<file path="config.mk">
export PLATFORM = sky130hd
export DESIGN_NAME = branch_resolve
export DESIGN_NICKNAME = d
export VERILOG_FILES = /design/src/rtl/cpu_consts_pkg.sv /design/src/rtl/branch_target_calc.sv /design/src/rtl/branch_resolve.sv
export SDC_FILE = /design/constraint.sdc
export NUM_CORES = 1
export LEC_CHECK = 0
export BUFFER_PORTS_ARGS = -buffer_cell sky130_fd_sc_hd__buf_2
export CAP_MARGIN = 0
export CORE_UTILIZATION = 45
export DETAILED_ROUTE_END_ITERATION = 10
export PLACE_DENSITY_LB_ADDON = 0.15
export SETUP_SLACK_MARGIN = 0.4
export SKIP_LAST_GASP = 1
export SLEW_MARGIN = 20
export SYNTH_ARGS = -nofsm -noshare
export SYNTH_HDL_FRONTEND = slang
export SYNTH_HIERARCHICAL = 1
export SYNTH_SLANG_ARGS = --single-unit
export TNS_END_PERCENT = 20
</file>
<file path="constraint.sdc">
create_clock -name clk -period 3.1 [get_ports clk]
set_clock_uncertainty 0.1 [all_clocks]
set_input_delay 0.62 -clock clk [delete_from_list [all_inputs] [get_ports clk]]
set_output_delay 0.62 -clock clk [all_outputs]
set_load 0.02 [all_outputs]
</file>
<file path="src/rtl/cpu_consts_pkg.sv">
// Shared constants for the execute-stage branch resolution logic.
// The optional BRANCH_PERF_CNT_EN build adds counters to branch_resolve.
package cpu_consts;

    typedef enum logic [0:0] {
        IDLE  = 1'b0,
        REDIR = 1'b1
    } redir_state_e;

    localparam int unsigned PC_INC = 4;

    // JALR clears bit 0 of the computed address.
    localparam logic [63:0] JALR_LSB_MASK = ~64'd1;

endpackage

</file>
<file path="src/rtl/branch_target_calc.sv">
// Combinational target, taken, fall-through and misalignment computation
// for B-type, JAL and JALR instructions.
module branch_target_calc
    import cpu_consts::JALR_LSB_MASK;
#(
    parameter int unsigned XLEN   = 64,
    parameter int unsigned PC_INC = 4
) (
    input  logic [XLEN-1:0] pc_i,
    input  logic [XLEN-1:0] imm_i,
    input  logic [XLEN-1:0] base_i,
    input  logic            is_jal_i,
    input  logic            is_jalr_i,
    input  logic            branch_taken_i,
    output logic            taken_o,
    output logic [XLEN-1:0] target_o,
    output logic [XLEN-1:0] actual_next_o,
    output logic            misaligned_o
);

    logic [XLEN-1:0] jalr_sum;
    logic [XLEN-1:0] pc_rel_sum;

    always_comb begin
        jalr_sum      = base_i + imm_i;
        pc_rel_sum    = pc_i + imm_i;
        taken_o       = is_jal_i | is_jalr_i | branch_taken_i;
        target_o      = is_jalr_i ? (jalr_sum & XLEN'(JALR_LSB_MASK)) : pc_rel_sum;
        actual_next_o = taken_o ? target_o : (pc_i + XLEN'(PC_INC));
        // Only 4-byte alignment is legal: no compressed instructions.
        misaligned_o  = taken_o & (target_o[1:0] != 2'b00);
    end

endmodule

</file>
<file path="src/rtl/branch_resolve.sv">
// Resolves control instructions in execute: redirects fetch on mispredict,
// flags misaligned targets and emits predictor updates. Macro: BRANCH_PERF_CNT_EN.
module branch_resolve
    import cpu_consts::redir_state_e;
    import cpu_consts::IDLE;
    import cpu_consts::REDIR;
#(
    parameter int unsigned XLEN   = 64,
    parameter int unsigned PC_INC = cpu_consts::PC_INC
) (
    input  logic            clk,
    input  logic            resetn,
    input  logic            ex_valid_i,
    input  logic            is_b_type_i,
    input  logic            is_jal_i,
    input  logic            is_jalr_i,
    input  logic            branch_taken_i,
    input  logic [XLEN-1:0] ex_pc_i,
    input  logic [XLEN-1:0] ex_imm_i,
    input  logic [XLEN-1:0] jalr_base_i,
    input  logic            pred_taken_i,
    input  logic [XLEN-1:0] pred_target_i,
    input  logic            redirect_ready_i,
    output logic            redirect_valid_o,
    output logic [XLEN-1:0] redirect_pc_o,
    output logic            flush_o,
    output logic            ex_stall_o,
    output logic            misalign_o,
    output logic [XLEN-1:0] misalign_addr_o,
    output logic            upd_valid_o,
    output logic [XLEN-1:0] upd_pc_o,
    output logic            upd_taken_o,
    output logic [XLEN-1:0] upd_target_o
`ifdef BRANCH_PERF_CNT_EN
    ,
    output logic [63:0]     branch_cnt_o,
    output logic [63:0]     mispredict_cnt_o
`endif
);

    // Redirect handshake: redirect_pc_o is held stable while redirect_valid_o
    // is high and the transfer completes on a cycle with valid & ready.

    redir_state_e    state_q;
    logic            redirect_valid_q;
    logic [XLEN-1:0] redirect_pc_q;
    logic            flush_q;
    logic            ex_stall_q;
    logic            misalign_q;
    logic [XLEN-1:0] misalign_addr_q;
    logic            upd_valid_q;
    logic [XLEN-1:0] upd_pc_q;
    logic            upd_taken_q;
    logic [XLEN-1:0] upd_target_q;
`ifdef BRANCH_PERF_CNT_EN
    logic [63:0]     branch_cnt_q;
    logic [63:0]     mispredict_cnt_q;
`endif

    logic            ctl;
    logic            taken;
    logic [XLEN-1:0] target;
    logic [XLEN-1:0] actual_next;
    logic            misaligned;
    logic            mispredict;

    branch_target_calc #(
        .XLEN   (XLEN),
        .PC_INC (PC_INC)
    ) u_calc (
        .pc_i           (ex_pc_i),
        .imm_i          (ex_imm_i),
        .base_i         (jalr_base_i),
        .is_jal_i       (is_jal_i),
        .is_jalr_i      (is_jalr_i),
        .branch_taken_i (branch_taken_i),
        .taken_o        (taken),
        .target_o       (target),
        .actual_next_o  (actual_next),
        .misaligned_o   (misaligned)
    );

    always_comb begin
        ctl        = ex_valid_i & (is_b_type_i | is_jal_i | is_jalr_i);
        mispredict = (pred_taken_i != taken) | (taken & (pred_target_i != target));
    end

    always_ff @(posedge clk or negedge resetn) begin
        if (!resetn) begin
            state_q          <= IDLE;
            redirect_valid_q <= 1'b0;
            redirect_pc_q    <= '0;
            flush_q          <= 1'b0;
            ex_stall_q       <= 1'b0;
            misalign_q       <= 1'b0;
            misalign_addr_q  <= '0;
            upd_valid_q      <= 1'b0;
            upd_pc_q         <= '0;
            upd_taken_q      <= 1'b0;
            upd_target_q     <= '0;
`ifdef BRANCH_PERF_CNT_EN
            branch_cnt_q     <= '0;
            mispredict_cnt_q <= '0;
`endif
        end else begin
            flush_q     <= 1'b0;
            misalign_q  <= 1'b0;
            upd_valid_q <= 1'b0;
            case (state_q)
                IDLE: begin
                    if (ctl) begin
                        if (misaligned) begin
                            misalign_q      <= 1'b1;
                            misalign_addr_q <= target;
                        end else begin
                            upd_valid_q  <= 1'b1;
                            upd_pc_q     <= ex_pc_i;
                            upd_taken_q  <= taken;
                            upd_target_q <= target;
`ifdef BRANCH_PERF_CNT_EN
                            branch_cnt_q <= branch_cnt_q + 64'd1;
`endif
                            if (mispredict) begin
                                state_q          <= REDIR;
                                redirect_valid_q <= 1'b1;
                                redirect_pc_q    <= actual_next;
                                flush_q          <= 1'b1;
                                ex_stall_q       <= 1'b1;
`ifdef BRANCH_PERF_CNT_EN
                                mispredict_cnt_q <= mispredict_cnt_q + 64'd1;
`endif
                            end
                        end
                    end
                end
                REDIR: begin
                    // Execute is stalled here, so any ctl on the inputs is ignored.
                    if (redirect_ready_i) begin
                        state_q          <= IDLE;
                        redirect_valid_q <= 1'b0;
                        ex_stall_q       <= 1'b0;
                    end
                end
                default: state_q <= IDLE;
            endcase
        end
    end

    assign redirect_valid_o = redirect_valid_q;
    assign redirect_pc_o    = redirect_pc_q;
    assign flush_o          = flush_q;
    assign ex_stall_o       = ex_stall_q;
    assign misalign_o       = misalign_q;
    assign misalign_addr_o  = misalign_addr_q;
    assign upd_valid_o      = upd_valid_q;
    assign upd_pc_o         = upd_pc_q;
    assign upd_taken_o      = upd_taken_q;
    assign upd_target_o     = upd_target_q;
`ifdef BRANCH_PERF_CNT_EN
    assign branch_cnt_o     = branch_cnt_q;
    assign mispredict_cnt_o = mispredict_cnt_q;
`endif

endmodule

</file>
# Word level (Yosys, flattened, before mapping)
# Cells that the tools add are included.
# Widths: inputs -> output; s select.
# totals
out_inout_bits	262
ff_bits	262
in_bits	265
word_cells	53
# classes
n_eq_ne	6
n_mux	19
n_reduce_logical	5
bitwise_logic	10
addsub	3
# op_table
cell	count
$add 64x64->64	2
$mux 64	2
$add 64x3->64 const B	1
$ne 64x64->1	1
$mux 1	15
$ne 2x2->1 const B	4
$reduce_and 4->1	2
$reduce_and 3->1	2
$or 1x1->1	5
$pmux 1 s2	2
$and 1x1->1	3
$not 1->1	2
$reduce_bool 2->1	1
$ne 1x1->1	1

# Logic depth before layout (Yosys ltp)
# Gate-level depths: netlist (run 1).
# depth
depth_word	9
mapped_depth	20
mapped_depth_nobuf	18

# Cells and area by module
# Netlist (run 1), hierarchy kept.
# modules_own_cells
mod	cells_per_inst	seq_area_each_um2	area_each_um2	instances
branch_target_calc	1628	0.0	10607.7	1
branch_resolve	648	6556.3	10493.8	1

# Least setup slack after synthesis (run 1)
# Ideal clock, no wire load.
# synth_timing
path_kind	input to register
start	input port ex_imm_i[0]
end	register redirect_pc_q[0], in the netlist redirect_pc_o[0]
path_buffers	2
required_time_ps	2875
setup_time_ps	125
arrival_time_ps	4865
slack_ps	-1990
path_stages	20
cell_sequence	and2_1 -> fa_1 -> a21o_1 -> a221o_1 -> a221oi_4 -> o211ai_2 -> a21oi_2 -> o41a_2 -> o21ai_2 -> a41oi_2 -> mux2_1 -> o21ai_1 -> xnor2_1 -> nand4_1 -> or4_1 -> nor3_2 -> a21oi_1 -> buf_6 -> buf_6 -> mux2_4
# synth_between
elab_chain_cells	6
elab_cells_between_ends	11
cone_classes	add/sub (2); eq/ne (1); mux (2); bitwise (4); reduce/logical (2)
# synth_lines
element	line_no	text
start, declared	branch_resolve.sv:19	input logic [XLEN-1:0] ex_imm_i,
$add 64x64->64 (on tied branches)	branch_target_calc.sv:26, branch_target_calc.sv:25	
$mux 64 (*)	branch_target_calc.sv:28	target_o = is_jalr_i ? (jalr_sum & XLEN'(JALR_LSB_MASK)) : pc_rel_sum;
net target[56]	branch_resolve.sv:62	logic [XLEN-1:0] target;
$ne 64x64->1 (*)	branch_resolve.sv:85	mispredict = (pred_taken_i != taken) | (taken & (pred_target_i != target));
$and 1x1->1 (*)	branch_resolve.sv:85	
$or 1x1->1 (*)	branch_resolve.sv:85	
$reduce_and 4->1 (no source line) (*)	n/a	
end signal, assigned	branch_resolve.sv:126	redirect_pc_q <= actual_next;
end, declared	branch_resolve.sv:46	logic [XLEN-1:0] redirect_pc_q;
# The timed path passes the listed nets; every way through them passes the cells marked *.
# A chain may end at the register's enable or synchronous reset.

# Worst setup path in the final report (run 1)
# layout_timing
start	input port ex_imm_i[6]
end	register redirect_pc_q[10], in the netlist redirect_pc_o[10]
# Same word-level chain as after synthesis.

==> run metrics, run 1 <==
clock net sink count=between 200 and 300; Cells after DPL=~4k; post-route total power=approximately 21 mW; Ports=~530; total placed instance area=30400 sq um; Hold Violations, Final=0; Crit path required time=between 3 and 4 ns; worst reg-to-reg path cell count=7; Met2 Routed Length=46.8 mm; Post-Synthesis Cells=around 2.3k; detailed-route via count=between 20k and 25k; critical path data arrival time=~5.4 ns; initial antenna violation count=5; Slew Viols, Final=0; cell mode on critical path=sky130_fd_sc_hd__buf_4; unrepaired setup endpoints after global routing=yes; IR drop worst, VDD=just under 900 uV; power per cell area=around 660 nW/um^2; setup tns final=-170.78 ns; maximum clock frequency=between 0.15 and 0.2 GHz; H-tree levels=1; post-route minimum period=5.08 ns; static leakage=~16 nW; Die Span Y=219 microns; Hold EP=upd_pc_o[1]; Worst-path clk slew=around 0.06 ns; final worst-path cycle share=164%; placeable core area=about 46000 sq um; Residual DRC=0; Antenna Nets Post-Route=0; synth-to-layout area growth=52.4%; Worst R2R Setup Slack=roughly 0.79 ns; critical path cell sequence=buf_2 -> buf_4 -> ha_1 -> a2111o_1 -> or3_1 -> a21oi_4 -> a211oi_2 -> o211a_1 -> or2_4 -> a31oi_1 -> mux2_1 -> o21ai_2 -> buf_6 -> xor2_1 -> nor4_2 -> buf_4 -> nand4_1 -> nor3_1 -> buf_4 -> a21oi_4 -> buf_6 -> clkbuf_16 -> mux2_4; critical path type=in2reg; crit start category=input port; flop and latch count out of synthesis=between 200 and 300; Critical Path End Type=register; share of final-layout standard cells stronger than drive strength 1=between 50% and 60%; number of nets in the layout=roughly 4k; Non-Filler Instances=approximately 4.2k; number of buffers created by CTS=29; global-route usage over all layers=between 40% and 50%; worst hold path class=in2reg; top routing layer used=met4; maximum number of pins on one net before global-route repair=slightly below 80; number of cells on the worst hold path=2; Rel. slew slack=between 50% and 60%; status=finished with violations; global-route wire length before repair=146 mm; Post-Place Setup Slack=-2.93 ns; primary flip-flop cell chosen by synthesis mapping=sky130_fd_sc_hd__dfrtp_1; reg-to-reg critical path endpoint=redirect_pc_o[36]; Final WS setup=-1.98 ns; area enclosed by the die boundary=about 48000 sq um; final weighted congestion of routability-driven global placement=1.04; most common library cell in the layout ignoring fill and taps=sky130_fd_sc_hd__buf_4; worst hold slack=roughly 0.25 ns; distinct cell type count after synthesis=between 90 and 100; Critical-path top delay cell=sky130_fd_sc_hd__a2111o_1; share of the yosys chip area belonging to registers=31.1%; per-cell via count in the routed design=5.74; Core Rows=just under 80; M1 wire length=between 40 and 50 mm; critical path peak fanout=7; total non-filler cell area in the finished layout=about 32000 sq um; wire length on met3=between 8 and 9 mm; Starting Density=between 40% and 50%; final setup vio count=approximately 170; source of the worst hold timing path=ex_pc_i[1]; violation count after the first detailed-routing iteration=between 2k and 2.5k; Detailed Routing Iterations Pass 1=6; wire length after detailed routing=about 100 mm; post-detailed-placement half-perimeter wirelength=roughly 84 mm; count of flip-flops with a built-in enable after synthesis=0; Post-Route Utilization=between 70% and 80%; netlist area before placement=about 21000 sq um; most frequent cells in the layout=sky130_fd_sc_hd__buf_4 (842), sky130_fd_sc_hd__buf_2 (520), sky130_fd_sc_hd__dfrtp_1 (262); root buffer cell=sky130_fd_sc_hd__clkbuf_16; total nets after synthesis=between 2k and 3k; origin of the critical flop-to-flop path=state_q; maximum capacitance violations=0; buffers added on ports=526; maximum number of buffers from clock root to sink=3; Async S/R FF share, synth=100%; via count of the first global-routing pass=between 20k and 25k; maximum single-stage delay on the critical path=roughly 0.42 ns; violations in the final reports=negative setup slack; die width=between 200 and 250 microns; Ys Warns=6; TritonCTS clock tree=built; average wire per cell in the routed design=24.2 microns; total grt overflow=0; transition time at the pin with the least slew margin=0.724 ns; mean area per synthesized cell=~9 sq um; clock latency reported for the late side of the worst-skew pair=0.57 ns
[cell usage after synthesis, types with 8 or more instances]
| cell type | instances | share of area (%) |
|---|---|---|
| sky130_fd_sc_hd__a211oi_1 | 14 | 0.50 |
| sky130_fd_sc_hd__a21o_1 | 70 | 2.5 |
| sky130_fd_sc_hd__a21oi_1 | 182 | 4.3 |
| sky130_fd_sc_hd__a31oi_1 | 16 | 0.47 |
| sky130_fd_sc_hd__and2_1 | 9 | 0.27 |
| sky130_fd_sc_hd__and3_1 | 27 | 0.80 |
| sky130_fd_sc_hd__and4_1 | 9 | 0.37 |
| sky130_fd_sc_hd__buf_1 | 11 | 0.20 |
| sky130_fd_sc_hd__buf_2 | 21 | 0.50 |
| sky130_fd_sc_hd__buf_6 | 10 | 0.53 |
| sky130_fd_sc_hd__clkbuf_1 | 67 | 1.2 |
| sky130_fd_sc_hd__dfrtp_1 | 262 | 31 |
| sky130_fd_sc_hd__ha_1 | 126 | 7.5 |
| sky130_fd_sc_hd__inv_1 | 45 | 0.80 |
| sky130_fd_sc_hd__mux2_2 | 246 | 13 |
| sky130_fd_sc_hd__mux2_4 | 30 | 2.1 |
| sky130_fd_sc_hd__nand2_1 | 192 | 3.4 |
| sky130_fd_sc_hd__nand2b_1 | 16 | 0.47 |
| sky130_fd_sc_hd__nand3_1 | 60 | 1.4 |
| sky130_fd_sc_hd__nand4_1 | 66 | 2.0 |
| sky130_fd_sc_hd__nor2_1 | 132 | 2.3 |
| sky130_fd_sc_hd__nor2b_1 | 14 | 0.42 |
| sky130_fd_sc_hd__nor3_1 | 28 | 0.66 |
| sky130_fd_sc_hd__nor4_1 | 17 | 0.50 |
| sky130_fd_sc_hd__o211ai_1 | 13 | 0.46 |
| sky130_fd_sc_hd__o21a_1 | 14 | 0.50 |
| sky130_fd_sc_hd__o21ai_0 | 111 | 2.6 |
| sky130_fd_sc_hd__o21ai_1 | 27 | 0.64 |
| sky130_fd_sc_hd__o21bai_1 | 29 | 1.0 |
| sky130_fd_sc_hd__o221ai_1 | 8 | 0.33 |
| sky130_fd_sc_hd__o31ai_1 | 8 | 0.28 |
| sky130_fd_sc_hd__or3_1 | 13 | 0.39 |
| sky130_fd_sc_hd__xnor2_1 | 120 | 5.0 |
| sky130_fd_sc_hd__xor2_1 | 116 | 4.8 |
[timing repair]
item,CTS,global route
resized for setup,14,81
setup buffers,6,20
hold buffers,1,0
cloned,0,4
hold endpoints to repair,70,0
pin swaps,6,51
setup endpoints to repair,214,253
[registers in the layout, summed over array words and instances (netlist names)]
signal and flops:
upd_pc_o 64, state_q 1, misalign_o 1, ex_stall_o 1
redirect_pc_o 64, upd_target_o 64, upd_valid_o 1, misalign_addr_o 64
flush_o 1, upd_taken_o 1
[worst max path at each step]
stage / start / end / slack, ns / cells past startpoint
floorplan: ex_imm_i[0] / redirect_pc_o[0] / -1.85 / 20
global placement: ex_imm_i[0] / redirect_pc_o[20] / -2.92 / 26
detailed placement: ex_imm_i[0] / redirect_pc_o[23] / -2.93 / 26
CTS: ex_imm_i[0] / redirect_pc_o[18] / -1.87 / 26
global route: ex_pc_i[1] / redirect_pc_o[10] / -2.02 / 26
finish: ex_imm_i[6] / redirect_pc_o[10] / -1.98 / 23
[layer usage]
layer | up-vias | GRT usage [%]
li1 | 10900 | -
met1 | 11700 | 52.9
met2 | 1282 | 66.7
met3 | 212 | 7.46
met4 | 0 | 16.8
met5 | - | 0
[logic make-up (layout without fill, tap and decap cells)]
kind of cell	count (synthesis)	count (layout)	share of synthesized area (%)
other cells	0	5	0
mux	286	286	15.8
flops	262	262	31.1
xor+xnor	236	236	9.80
compound gates	584	584	17.8
simple gates	617	617	14.3
fa+ha+maj	128	128	7.66
buf+inv	163	1493	3.56
[worst max-delay path, delay by kind of cell]
kind                       cells  cell delay, ns
AOI/OAI and AO/OA              7            1.42
xor gates and xnor gates       1            0.07
adders and majority gates      1            0.22
buffers and inverters          7            1.07
muxes                          2            0.69
and+or+nand+nor                5            1.33
[report_power, final]
| group | switching (mW) | internal, mW | leakage [nW] | total [mW] |
|---|---|---|---|---|
| Clock | 1.49 | 1.96 | 0.455 | 3.45 |
| Sequential | 1.02 | 5.04 | 3.11 | 6.06 |
| Combinational | 6.50 | 5.12 | 12.3 | 11.6 |
| Total | 9.01 | 12.1 | 15.8 | 21.1 |
[layout make-up]
type                       instances  area, sq um
clock inverter                    15          143
antenna                            5         12.5
sequential                       262         6560
multi-input combinational       1851        14300
tap                              600          751
timing repair buffer            1394         9430
fill                            3638        13600
clock buffer                      37          786
inverter                          47          176
Note: power is estimated with default switching activity, not from simulation.
==> run 2: changes to the inputs <==
- CTS_BUF_LIST: default -> sky130_fd_sc_hd__clkbuf_8
==> run 2 against run 1 <==
Against the previous run:
- the run still ends with negative setup slack left
- non-clock buffer count up 23
- sequential power barely moved
- clock power is 5.8% lower
- count of clock-buffer cells in the layout increased by 18
- core utilization grew 0.46 points
- sequential share of layout area decreased by 0.13 points
- die area is the same
- critical path depth increased by 2
- combinational power about the same
- critical path type unchanged
- largest power group unchanged
- highest routed layer unchanged
==> run metrics, run 2 (synthesized netlist as in run 1, its figures left out) <==
critical path data arrival time=between 5 and 6 ns; Rel. slew slack=a little under half; Residual DRC=0; reg-to-reg critical path endpoint=redirect_pc_o[31]; worst hold path class=in2reg; sequential share of power=28.8%; final setup vio count=roughly 170; detailed-route via count=between 20k and 25k; violations in the final reports=negative setup slack; initial antenna violation count=6; post-route minimum period=about 5.0 ns; last element of the critical path=redirect_pc_o[30]; number of buffers created by CTS=45; Ports=527; average wire per cell in the routed design=approximately 24 microns; Core Rows=between 70 and 80; per-cell via count in the routed design=5.71; status=finished with violations; post-route total power=around 21 mW; fraction of power consumed by the clock network=~15%; Non-Filler Instances=between 4k and 5k; Worst R2R Setup Slack=between 0.8 and 0.9 ns; via count of the first global-routing pass=24.2k; root buffer cell=sky130_fd_sc_hd__clkbuf_8; critical path type=in2reg; worst hold slack=just under 0.2 ns; number of nets in the layout=about 4k; share of total power in combinational logic=55.8%; FILL cells=3618; final weighted congestion of routability-driven global placement=1.04; violation count after the first detailed-routing iteration=around 2.3k; global-route usage over all layers=41.5%; total grt overflow=0; unrepaired setup endpoints after global routing=yes; most frequent cells in the layout=sky130_fd_sc_hd__buf_4 (863), sky130_fd_sc_hd__buf_2 (520), sky130_fd_sc_hd__dfrtp_1 (262); IR drop worst, VDD=around 840 uV; Slew Viols, Final=0; clock latency reported for the late side of the worst-skew pair=around 0.64 ns; start point of the critical path=jalr_base_i[0]; placeable core area=about 46000 sq um; Hold Violations, Final=0; wire length after detailed routing=about 100 mm; power per cell area=~650 nW/um^2; maximum number of pins on one net before global-route repair=slightly below 80; Starting Density=a little under half; Die Span Y=around 220 microns; share of final-layout standard cells stronger than drive strength 1=between 50% and 60%; area enclosed by the die boundary=47800 sq um; most common library cell in the layout ignoring fill and taps=sky130_fd_sc_hd__buf_4; maximum number of buffers from clock root to sink=3; TritonCTS clock tree=built; buffers added on ports=526; Antenna Nets Post-Route=0; post-detailed-placement half-perimeter wirelength=83.6 mm; maximum clock frequency=between 0.15 and 0.2 GHz; crit start category=input port; Switching Fraction=between 40% and 50%; worst reg-to-reg path cell count=7; number of cells on the worst hold path=3; static leakage=16.0 nW; maximum capacitance violations=0; Pint=roughly 12 mW; H-tree levels=2; Worst-path clk slew=around 0.06 ns; critical path peak fanout=8; clock net sink count=between 200 and 300; setup tns final=-158.94 ns; Switching Power=between 9 and 10 mW; Crit path required time=between 3 and 4 ns; origin of the critical flop-to-flop path=state_q; Post-Place Setup Slack=-2.93 ns; Final WS setup=-1.92 ns; Cells after DPL=around 4k; Critical Path End Type=register; die width=approximately 220 microns; synth-to-layout area growth=53.4%; global-route wire length before repair=between 100 and 150 mm; final worst-path cycle share=162%; Detailed Routing Iterations Pass 1=5; transition time at the pin with the least slew margin=between 0.7 and 0.8 ns
-- run 2: final cells by class --
cell class	count	area, sq um	share of cell area [%]
clock inverter	22	149	0.460
sequential	262	6560	20.3
tap	600	751	2.32
timing repair buffer	1417	9650	29.8
inverter	47	176	0.545
antenna	9	22.5	0.0696
clock buffer	55	757	2.34
multi-input combinational	1851	14300	44.2
-- run 2: repair_timing --
item                       in CTS  in global routing
hold buffers                    1                  0
setup endpoints to repair     173                183
gates cloned                    2                  3
buffers inserted               34                 14
pin swaps                       5                 55
resized for setup              37                 68
hold endpoints to repair       70                  0
-- run 2: critical path, cell delays in order --
cell and delay (ns):
sky130_fd_sc_hd__buf_8 0.10, sky130_fd_sc_hd__and2_4 0.15, sky130_fd_sc_hd__fa_2 0.36, sky130_fd_sc_hd__a21o_1 0.20, sky130_fd_sc_hd__a221o_1 0.40, sky130_fd_sc_hd__a221oi_4 0.37
sky130_fd_sc_hd__buf_4 0.18, sky130_fd_sc_hd__a311oi_4 0.13, sky130_fd_sc_hd__a211o_2 0.39, sky130_fd_sc_hd__a21boi_2 0.16, sky130_fd_sc_hd__buf_4 0.14, sky130_fd_sc_hd__xnor2_2 0.05
sky130_fd_sc_hd__nand2_1 0.09, sky130_fd_sc_hd__o21ai_2 0.07, sky130_fd_sc_hd__buf_6 0.14, sky130_fd_sc_hd__xor2_2 0.15, sky130_fd_sc_hd__nor4_4 0.33, sky130_fd_sc_hd__buf_4 0.20
sky130_fd_sc_hd__nand4_1 0.11, sky130_fd_sc_hd__nor3_1 0.20, sky130_fd_sc_hd__buf_4 0.15, sky130_fd_sc_hd__a21oi_4 0.07, sky130_fd_sc_hd__buf_12 0.17, sky130_fd_sc_hd__buf_16 0.16
sky130_fd_sc_hd__mux2_4 0.31
-- run 2: routing by layer --
layer	global-route usage (%)	vias up	share of wire, %
met5	0	-	0
met3	7.18	239	8.7
met4	18.2	0	4.7
li1	-	11000	-
met1	54.0	11800	41
met2	67.2	1337	45
-- run 2: worst min path at each step --
stage / slack, ns / to / start
finish: 0.20 / state_q / redirect_ready_i
global route: 0.18 / upd_pc_o[1] / ex_pc_i[1]
CTS: 0.15 / state_q / redirect_ready_i
detailed placement: 0.39 / misalign_addr_o[51] / misalign_addr_o[51]
global placement: 0.38 / misalign_addr_o[30] / misalign_addr_o[30]
floorplan: 0.22 / ex_stall_o / resetn
-- run 2: power groups by stage --
stage | logic [mW] | clock network, mW | registers [mW]
finish | 11.8 | 3.25 | 6.07
floorplan | 3.89 | 0 | 7.89
global route | 12.3 | 3.41 | 6.18
global placement | 11.0 | 0 | 5.94
detailed placement | 11.1 | 0 | 6.05
CTS | 11.4 | 3.29 | 6.02
-- run 2: metrics by stage --
step,util (%),area [sq um]
2_1_floorplan,-,21200
3_3_place_gp,66.5,30400
3_5_place_dp,66.5,30400
4_1_cts,69.6,31900
5_1_grt,70.7,32400
6_report,70.7,32400
